File: src/rtl/ddram_rom_pkg.sv
// ddram_rom_pkg: shared constants and helpers for the cartridge ROM DDR3 port.
//   DEF_BASE_ADDR : default DDRAM_ADDR of ROM byte 0, in 8-byte words
//   S_*           : FSM state encodings (IDLE, WR, RD, RD_WAIT, DRAIN)
//   lane_be       : byte enables for one 16-bit lane of a 64-bit line
//   lane_word     : extract one 16-bit lane from a 64-bit line
package ddram_rom_pkg;

  localparam logic [28:0] DEF_BASE_ADDR = 29'h0600000;
  localparam int          DEF_AW        = 25;

  localparam logic [2:0] S_IDLE    = 3'd0;
  localparam logic [2:0] S_WR      = 3'd1;
  localparam logic [2:0] S_RD      = 3'd2;
  localparam logic [2:0] S_RD_WAIT = 3'd3;
  localparam logic [2:0] S_DRAIN   = 3'd4;

  function automatic logic [7:0] lane_be(input logic [1:0] lane);
    return 8'b0000_0011 << {lane, 1'b0};
  endfunction

  function automatic logic [15:0] lane_word(input logic [63:0] line, input logic [1:0] lane);
    return line[{lane, 4'b0000} +: 16];
  endfunction

endpackage

File: src/rtl/ddram_rom_port_if.sv
// ddram_rom_port_if: loader/core toggle handshake plus the Avalon DDRAM_* bus.
//   slave  modport : the ddram_rom_port responder
//   master modport : the loader/core and DDR3 bridge side (testbench)
//   Request side : wraddr, din, we_req/we_ack, rdaddr, dout, rd_req/rd_ack
//   Avalon side  : DDRAM_BUSY, DDRAM_BURSTCNT, DDRAM_ADDR, DDRAM_DOUT,
//                  DDRAM_DOUT_READY, DDRAM_RD, DDRAM_DIN, DDRAM_BE, DDRAM_WE
interface ddram_rom_port_if #(
  parameter int AW = 25
);
  logic [AW-1:0] wraddr;
  logic [15:0]   din;
  logic          we_req;
  logic          we_ack;
  logic [AW-2:0] rdaddr;
  logic [15:0]   dout;
  logic          rd_req;
  logic          rd_ack;

  logic          DDRAM_BUSY;
  logic [7:0]    DDRAM_BURSTCNT;
  logic [28:0]   DDRAM_ADDR;
  logic [63:0]   DDRAM_DOUT;
  logic          DDRAM_DOUT_READY;
  logic          DDRAM_RD;
  logic [63:0]   DDRAM_DIN;
  logic [7:0]    DDRAM_BE;
  logic          DDRAM_WE;

  modport slave (
    input  wraddr, din, we_req, rdaddr, rd_req,
    input  DDRAM_BUSY, DDRAM_DOUT, DDRAM_DOUT_READY,
    output we_ack, dout, rd_ack,
    output DDRAM_BURSTCNT, DDRAM_ADDR, DDRAM_RD, DDRAM_DIN, DDRAM_BE, DDRAM_WE
  );

  modport master (
    output wraddr, din, we_req, rdaddr, rd_req,
    output DDRAM_BUSY, DDRAM_DOUT, DDRAM_DOUT_READY,
    input  we_ack, dout, rd_ack,
    input  DDRAM_BURSTCNT, DDRAM_ADDR, DDRAM_RD, DDRAM_DIN, DDRAM_BE, DDRAM_WE
  );
endinterface

File: src/rtl/ddram_rom_cache.sv
// ddram_rom_cache: one-line read cache for ddram_rom_port (DDRAM_RDCACHE_EN builds).
//   clk, rst      : clock, synchronous active-high reset (invalidates the line)
//   fill_i        : store fill_data_i under tag fill_line_i
//   inval_i       : accepted write to inval_line_i; drops the line if it matches
//   look_line_i   : line being looked up; hit_o/data_o answer combinationally
module ddram_rom_cache
  import ddram_rom_pkg::*;
#(
  parameter int LW = DEF_AW - 3
) (
  input  logic          clk,
  input  logic          rst,
  input  logic          fill_i,
  input  logic [LW-1:0] fill_line_i,
  input  logic [63:0]   fill_data_i,
  input  logic          inval_i,
  input  logic [LW-1:0] inval_line_i,
  input  logic [LW-1:0] look_line_i,
  output logic          hit_o,
  output logic [63:0]   data_o
);
  logic          valid_q;
  logic [LW-1:0] tag_q;
  logic [63:0]   data_q;

  always_ff @(posedge clk) begin
    if (rst) begin
      valid_q <= 1'b0;
    end else if (fill_i) begin
      valid_q <= 1'b1;
    end else if (inval_i && (inval_line_i == tag_q)) begin
      valid_q <= 1'b0;
    end
  end

  always_ff @(posedge clk) begin
    if (fill_i) begin
      tag_q  <= fill_line_i;
      data_q <= fill_data_i;
    end
  end

  assign hit_o  = valid_q && (tag_q == look_line_i);
  assign data_o = data_q;
endmodule

File: src/rtl/ddram_rom_port.sv
// ddram_rom_port: responder side of the cartridge ROM toggle handshake.
// Turns 16-bit loader writes and core reads into single-beat 64-bit Avalon
// accesses on the DDR3 bridge, all in the clk_sys domain.
//   clk_sys : system clock (rising edge)
//   reset   : synchronous active-high; cancels pending requests
//   bus     : ddram_rom_port_if.slave (request handshakes + DDRAM_* bus)
// Optional: `define DDRAM_RDCACHE_EN adds a one-line read cache (ddram_rom_cache).
module ddram_rom_port
  import ddram_rom_pkg::*;
#(
  parameter logic [28:0] BASE_ADDR = DEF_BASE_ADDR,
  parameter int          AW        = DEF_AW
) (
  input logic             clk_sys,
  input logic             reset,
  ddram_rom_port_if.slave bus
);
  localparam int LW = AW - 3;

  logic [2:0]    state_q, state_d, state_rst_d;
  logic          we_ack_q, we_ack_d;
  logic          rd_ack_q, rd_ack_d;
  logic          ddr_we_q, ddr_we_d;
  logic          ddr_rd_q, ddr_rd_d;
  logic [28:0]   addr_q, addr_d;
  logic [63:0]   din_q, din_d;
  logic [7:0]    be_q, be_d;
  logic [15:0]   dout_q, dout_d;
  logic [1:0]    lane_q, lane_d;

  logic          wr_pend, rd_pend;
  logic [LW-1:0] wr_line, rd_line;
  logic          cache_hit;
  logic [63:0]   cache_data;
  logic          unused_bits;

  assign wr_pend     = bus.we_req ^ we_ack_q;
  assign rd_pend     = bus.rd_req ^ rd_ack_q;
  assign wr_line     = bus.wraddr[AW-1:3];
  assign rd_line     = bus.rdaddr[AW-2:2];
  // Writes are always 16-bit aligned, so the byte bit carries no information.
  assign unused_bits = bus.wraddr[0];

`ifdef DDRAM_RDCACHE_EN
  // Line of the access in flight: fill tag for reads, invalidation key for writes.
  logic [LW-1:0] line_q, line_d;
  logic          cache_fill, cache_inval;

  assign cache_fill  = !reset && (state_q == S_RD_WAIT) && bus.DDRAM_DOUT_READY;
  assign cache_inval = !reset && (state_q == S_WR) && !bus.DDRAM_BUSY;

  ddram_rom_cache #(.LW(LW)) u_cache (
    .clk          (clk_sys),
    .rst          (reset),
    .fill_i       (cache_fill),
    .fill_line_i  (line_q),
    .fill_data_i  (bus.DDRAM_DOUT),
    .inval_i      (cache_inval),
    .inval_line_i (line_q),
    .look_line_i  (rd_line),
    .hit_o        (cache_hit),
    .data_o       (cache_data)
  );

  always_ff @(posedge clk_sys) begin
    line_q <= line_d;
  end
`else
  assign cache_hit  = 1'b0;
  assign cache_data = '0;
`endif

  always_comb begin
    state_d  = state_q;
    we_ack_d = we_ack_q;
    rd_ack_d = rd_ack_q;
    ddr_we_d = ddr_we_q;
    ddr_rd_d = ddr_rd_q;
    addr_d   = addr_q;
    din_d    = din_q;
    be_d     = be_q;
    dout_d   = dout_q;
    lane_d   = lane_q;
`ifdef DDRAM_RDCACHE_EN
    line_d   = line_q;
`endif
    case (state_q)
      S_IDLE: begin
        // Write wins when both toggles are seen on the same edge.
        if (wr_pend) begin
          addr_d   = BASE_ADDR + 29'(wr_line);
          din_d    = {4{bus.din}};
          be_d     = lane_be(bus.wraddr[2:1]);
          ddr_we_d = 1'b1;
          state_d  = S_WR;
`ifdef DDRAM_RDCACHE_EN
          line_d   = wr_line;
`endif
        end else if (rd_pend) begin
          if (cache_hit) begin
            dout_d   = lane_word(cache_data, bus.rdaddr[1:0]);
            rd_ack_d = bus.rd_req;
          end else begin
            addr_d   = BASE_ADDR + 29'(rd_line);
            be_d     = 8'hFF;
            lane_d   = bus.rdaddr[1:0];
            ddr_rd_d = 1'b1;
            state_d  = S_RD;
`ifdef DDRAM_RDCACHE_EN
            line_d   = rd_line;
`endif
          end
        end
      end
      S_WR: begin
        if (!bus.DDRAM_BUSY) begin
          ddr_we_d = 1'b0;
          we_ack_d = bus.we_req;
          state_d  = S_IDLE;
        end
      end
      S_RD: begin
        if (!bus.DDRAM_BUSY) begin
          ddr_rd_d = 1'b0;
          state_d  = S_RD_WAIT;
        end
      end
      S_RD_WAIT: begin
        if (bus.DDRAM_DOUT_READY) begin
          dout_d   = lane_word(bus.DDRAM_DOUT, lane_q);
          rd_ack_d = bus.rd_req;
          state_d  = S_IDLE;
        end
      end
      S_DRAIN: begin
        if (bus.DDRAM_DOUT_READY) begin
          state_d = S_IDLE;
        end
      end
      default: state_d = S_IDLE;
    endcase
  end

  // Under reset, go to DRAIN whenever a read beat is still owed by the bridge:
  // a read already accepted (RD_WAIT, or RD accepted on this edge), or a drain
  // whose beat has not yet arrived. A beat arriving on the reset edge itself
  // settles the debt, so no drain is needed then.
  always_comb begin
    state_rst_d = S_IDLE;
    if (((state_q == S_RD_WAIT) || (state_q == S_DRAIN)) && !bus.DDRAM_DOUT_READY) begin
      state_rst_d = S_DRAIN;
    end else if ((state_q == S_RD) && !bus.DDRAM_BUSY) begin
      state_rst_d = S_DRAIN;
    end
  end

  always_ff @(posedge clk_sys) begin
    if (reset) begin
      state_q  <= state_rst_d;
      we_ack_q <= bus.we_req;
      rd_ack_q <= bus.rd_req;
      ddr_we_q <= 1'b0;
      ddr_rd_q <= 1'b0;
      addr_q   <= BASE_ADDR;
      din_q    <= '0;
      be_q     <= 8'hFF;
      dout_q   <= '0;
    end else begin
      state_q  <= state_d;
      we_ack_q <= we_ack_d;
      rd_ack_q <= rd_ack_d;
      ddr_we_q <= ddr_we_d;
      ddr_rd_q <= ddr_rd_d;
      addr_q   <= addr_d;
      din_q    <= din_d;
      be_q     <= be_d;
      dout_q   <= dout_d;
    end
  end

  always_ff @(posedge clk_sys) begin
    lane_q <= lane_d;
  end

  assign bus.we_ack         = we_ack_q;
  assign bus.rd_ack         = rd_ack_q;
  assign bus.dout           = dout_q;
  assign bus.DDRAM_BURSTCNT = 8'd1;
  assign bus.DDRAM_ADDR     = addr_q;
  assign bus.DDRAM_DIN      = din_q;
  assign bus.DDRAM_BE       = be_q;
  assign bus.DDRAM_WE       = ddr_we_q;
  assign bus.DDRAM_RD       = ddr_rd_q;
endmodule
File: src/flat_wrapper.sv
// flat-port wrapper written by rule: the top's interface ports become plain ports
module ddram_rom_port_flat import ddram_rom_pkg::*;
#(
  parameter logic [28:0] BASE_ADDR = DEF_BASE_ADDR,
  parameter int          AW        = DEF_AW
)
  (clk_sys, reset, bus_wraddr, bus_din, bus_we_req, bus_rdaddr, bus_rd_req, bus_DDRAM_BUSY, bus_DDRAM_DOUT, bus_DDRAM_DOUT_READY, bus_we_ack, bus_dout, bus_rd_ack, bus_DDRAM_BURSTCNT, bus_DDRAM_ADDR, bus_DDRAM_RD, bus_DDRAM_DIN, bus_DDRAM_BE, bus_DDRAM_WE);
  ddram_rom_port_if #(.AW(AW)) bus_i ();
  input logic clk_sys;
  input logic reset;
  input wire logic [$bits(bus_i.wraddr)-1:0] bus_wraddr;
  input wire logic [$bits(bus_i.din)-1:0] bus_din;
  input wire logic [$bits(bus_i.we_req)-1:0] bus_we_req;
  input wire logic [$bits(bus_i.rdaddr)-1:0] bus_rdaddr;
  input wire logic [$bits(bus_i.rd_req)-1:0] bus_rd_req;
  input wire logic [$bits(bus_i.DDRAM_BUSY)-1:0] bus_DDRAM_BUSY;
  input wire logic [$bits(bus_i.DDRAM_DOUT)-1:0] bus_DDRAM_DOUT;
  input wire logic [$bits(bus_i.DDRAM_DOUT_READY)-1:0] bus_DDRAM_DOUT_READY;
  output wire logic [$bits(bus_i.we_ack)-1:0] bus_we_ack;
  output wire logic [$bits(bus_i.dout)-1:0] bus_dout;
  output wire logic [$bits(bus_i.rd_ack)-1:0] bus_rd_ack;
  output wire logic [$bits(bus_i.DDRAM_BURSTCNT)-1:0] bus_DDRAM_BURSTCNT;
  output wire logic [$bits(bus_i.DDRAM_ADDR)-1:0] bus_DDRAM_ADDR;
  output wire logic [$bits(bus_i.DDRAM_RD)-1:0] bus_DDRAM_RD;
  output wire logic [$bits(bus_i.DDRAM_DIN)-1:0] bus_DDRAM_DIN;
  output wire logic [$bits(bus_i.DDRAM_BE)-1:0] bus_DDRAM_BE;
  output wire logic [$bits(bus_i.DDRAM_WE)-1:0] bus_DDRAM_WE;
  assign bus_i.wraddr = bus_wraddr;
  assign bus_i.din = bus_din;
  assign bus_i.we_req = bus_we_req;
  assign bus_i.rdaddr = bus_rdaddr;
  assign bus_i.rd_req = bus_rd_req;
  assign bus_i.DDRAM_BUSY = bus_DDRAM_BUSY;
  assign bus_i.DDRAM_DOUT = bus_DDRAM_DOUT;
  assign bus_i.DDRAM_DOUT_READY = bus_DDRAM_DOUT_READY;
  assign bus_we_ack = bus_i.we_ack;
  assign bus_dout = bus_i.dout;
  assign bus_rd_ack = bus_i.rd_ack;
  assign bus_DDRAM_BURSTCNT = bus_i.DDRAM_BURSTCNT;
  assign bus_DDRAM_ADDR = bus_i.DDRAM_ADDR;
  assign bus_DDRAM_RD = bus_i.DDRAM_RD;
  assign bus_DDRAM_DIN = bus_i.DDRAM_DIN;
  assign bus_DDRAM_BE = bus_i.DDRAM_BE;
  assign bus_DDRAM_WE = bus_i.DDRAM_WE;
  ddram_rom_port #(.BASE_ADDR(BASE_ADDR), .AW(AW)) u_core (.clk_sys(clk_sys), .reset(reset), .bus(bus_i));
endmodule
File: config.mk
export PLATFORM = sky130hd
export DESIGN_NAME = ddram_rom_port_flat
export DESIGN_NICKNAME = d
export VERILOG_FILES = /design/src/rtl/ddram_rom_pkg.sv /design/src/rtl/ddram_rom_port_if.sv /design/src/rtl/ddram_rom_cache.sv /design/src/rtl/ddram_rom_port.sv /design/src/flat_wrapper.sv
export SDC_FILE = /design/constraint.sdc
export NUM_CORES = 1
export LEC_CHECK = 0
export ABC_AREA = 1
export BUFFER_PORTS_ARGS = -buffer_cell sky130_fd_sc_hd__buf_2
export CAP_MARGIN = 25
export CORE_AREA = 2 2 103 105
export CTS_CLUSTER_SIZE = 10
export DETAILED_ROUTE_END_ITERATION = 7
export DIE_AREA = 0 0 105 107
export GPL_TIMING_DRIVEN = 1
export PLACE_DENSITY_LB_ADDON = 0.05
export SLEW_MARGIN = 20
export SYNTH_ARGS = -nofsm -noshare
export SYNTH_HDL_FRONTEND = slang
export SYNTH_SLANG_ARGS = --single-unit
File: constraint.sdc
create_clock -name clk_sys -period 1.8 [get_ports clk_sys]
set_clock_uncertainty 0.15 [all_clocks]
set_input_delay 0.09 -clock clk_sys [delete_from_list [all_inputs] [get_ports clk_sys]]
set_output_delay 0.09 -clock clk_sys [all_outputs]
set_load 0.1 [all_outputs]
==> impl_metrics.json <==
{
  "core_mm2": 0.0101,
  "maxCapViolCount": 0,
  "die_x_um": 105,
  "synth_area_per_cell_um2": 6.39,
  "dpl.hpwl_um": 8250,
  "rsz0062_at_grt": "false",
  "crit_top_cell": "nand2_1",
  "cts_sinks": 68,
  "fmax_ghz": 0.598,
  "fillers": 973,
  "drtIter0Drc": 229,
  "drtPass1Iterations": 4,
  "antenna_found_initial": 0,
  "place.gp.congestion": 0.758,
  "clock-root-buffer": "clkbuf_8",
  "multiInputGateArea_mm2": 0.00182,
  "vias": 4679,
  "post_cts_buffers": 0,
  "cp_data_arrival_time_ns": 1.80,
  "yosysSeqAreaShare": 0.360,
  "critical_path_class": "reg -> reg",
  "cp_max_fo": 18,
  "die_height_um": 107,
  "numPortBuffers": 249,
  "n_antenna_cell": 0,
  "slowest_stage": "edfxtp_1",
  "critPathLaunchType": "flop",
  "hp-class": "in -> reg",
  "cts_buffers": 9,
  "yosysMostFrequentCell": "nor2_1",
  "clk_path_buf_depth": 2,
  "routed_wirelength_um": 12900,
  "finalHoldViolations": 0,
  "status": "finished, final reports clean",
  "maxSlewViolCount": 0,
  "grt_max_degree": 48,
  "netlist-cell-type-count": 19,
  "ios": 264,
  "fin_nets": 1043,
  "worstPathCellList": "inv_1, nand2_2, nand2_8, buf_4, nand2_1, nand2_1, nor2_4, nor2_2",
  "grtUsageTotal": 0.219,
  "overflow": 0,
  "final-seq-area_mm2": 0.00143,
  "avgRoutedWirePerCell_um": 12.3,
  "ys_seq_elements": 68,
  "postSynthCellCount": 622,
  "synthToLayoutAreaGrowth_pct": 55.2,
  "path_clk_slew_ns": 0.08,
  "clk_latency_ns": 0.34,
  "synthArstFlopShare": 0,
  "synth_area_mm2": 0.00397,
  "via_per_inst": 4.46,
  "synth_top_cell_area_share": 0.307,
  "worst_slack_ns": 0.127,
  "finalCoreUtilization": 0.611,
  "relSlewSlack": 0.655,
  "cts_tree": "yes",
  "ys_warn_count": 0,
  "drcViolationCount": 0,
  "ant_nets": 0,
  "floorplan.initialDensity": 0.394,
  "worstMarginPinSlew_ns": 0.522,
  "finalSetupViolCount": 0,
  "rows": 37,
  "crit_path_max_incr_delay_ns": 0.44,
  "period_share": 0.929,
  "grt_pass1_wl_um": 19900,
  "post-place-ws_ns": -0.0322,
  "required_ns": 1.93,
  "drive_gt1_frac": 0.342,
  "synth_area_leaders": "dfxtp_1 (31%), nor2_1 (16%), nand2_1 (13%)",
  "period_needed_ns": 1.67,
  "synthFlopType": "dfxtp_1",
  "synth_edf_count": 7,
  "grt_pass1_vias": 4346,
  "synthTopCellsByCount": "nor2_1 (167), nand2_1 (137), buf_4 (66), o21ai_0 (65), dfxtp_1 (61)",
  "htreeDepth": 3,
  "dieArea_mm2": 0.0112,
  "setup.worst_path.end_class": "flop",
  "synth_area_leader_cell": "dfxtp_1"
}
[registers in the layout, summed over array words and instances, names as in the netlist]
register / flops
u_core.lane_q: 2
u_core.state_q: 3
u_core.bus.DDRAM_ADDR: 23
u_core.bus.DDRAM_BE: 4
u_core.bus.DDRAM_DIN: 16
u_core.bus.DDRAM_WE: 1
u_core.bus.rd_ack: 1
u_core.bus.we_ack: 1
u_core.bus.dout: 16
u_core.bus.DDRAM_RD: 1
[layout by cell type (no fill, tap or decap), drive strengths merged]
cell / netlist / routed
o21ai: 65 / 65
clkinvlp: 0 / 5
nand3: 20 / 20
a21oi: 5 / 5
inv: 44 / 43
nor2: 173 / 173
clkinv: 0 / 2
clkbuf: 9 / 14
conb: 2 / 13
nand2: 147 / 147
dlygate4sd3: 0 / 98
or2: 1 / 1
edfxtp: 7 / 7
dfxtp: 61 / 61
o22ai: 1 / 1
buf: 87 / 258
[path summary, 6_finish.rpt]
| path | to | slack, ns | depth (start not counted) | start |
|---|---|---|---|---|
| worst min register to register | u_core.bus.DDRAM_RD | 0.31 | 2 | u_core.bus.DDRAM_RD |
| worst max register to register | u_core.bus.DDRAM_ADDR[1] | 0.13 | 8 | u_core.bus.we_ack |
| worst min-delay path | u_core.bus.dout[11] | 0.05 | 7 | bus_DDRAM_DOUT[11] |
| worst max-delay path | u_core.bus.DDRAM_ADDR[1] | 0.13 | 8 | u_core.bus.we_ack |
[critical path, delay by kind of cell (launching register included)]
family | cells | cell delay [ns]
buffers and inverters | 2 | 0.37
DFF | 1 | 0.44
and+or+nand+nor | 6 | 0.62
[timing repair]
item                       CTS  global route
hold buffers                98             0
resized for setup            2             3
hold endpoints to repair    66             0
pin swaps                    0             0
gates cloned                 1             3
setup endpoints to repair    5            19
[per-layer routing]
layer,vias to the layer above,global-route usage,wire length [um]
met1,2077,0.243,5230
met5,-,0,0
met2,185,0.404,6560
li1,2395,-,-
met3,22,0.0523,866
met4,0,0.0838,246
[per-stage QoR]
step | hold WS [ns] | instances | area, um2 | TNS [ns]
2_1_floorplan | 0.00907 | 633 | 4080 | -14.32
3_3_place_gp | 0.119 | 931 | 4900 | 0
3_5_place_dp | 0.125 | 931 | 4900 | -0.0656
4_1_cts | 0.0331 | 1046 | 6120 | 0
5_1_grt | 0.0943 | 1049 | 6170 | 0
6_report | 0.0455 | 1049 | 6170 | 0
[area by class of cell]
class | instances | share of cell area
timing repair buffer | 357 | 0.378
multi-input combinational | 425 | 0.295
sequential | 68 | 0.232
clock buffer | 13 | 0.0327
inverter | 44 | 0.0280
tap | 136 | 0.0276
clock inverter | 3 | 0.00345
timing repair inverter | 3 | 0.00325
[kinds of logic (layout without fill, tap and decap cells)]
| family | after synthesis | in the layout | synth area share |
|---|---|---|---|
| other | 2 | 13 | 0.00189 |
| AND/OR/NAND/NOR | 341 | 341 | 0.340 |
| buffers and inverters | 140 | 420 | 0.208 |
| flip-flops | 68 | 68 | 0.360 |
| AO/OA/AOI/OAI | 71 | 71 | 0.0898 |
Power is left out: the tool's default activity adds up to more than one toggle a clock period on the data nets, which glitch-free logic cannot reach.
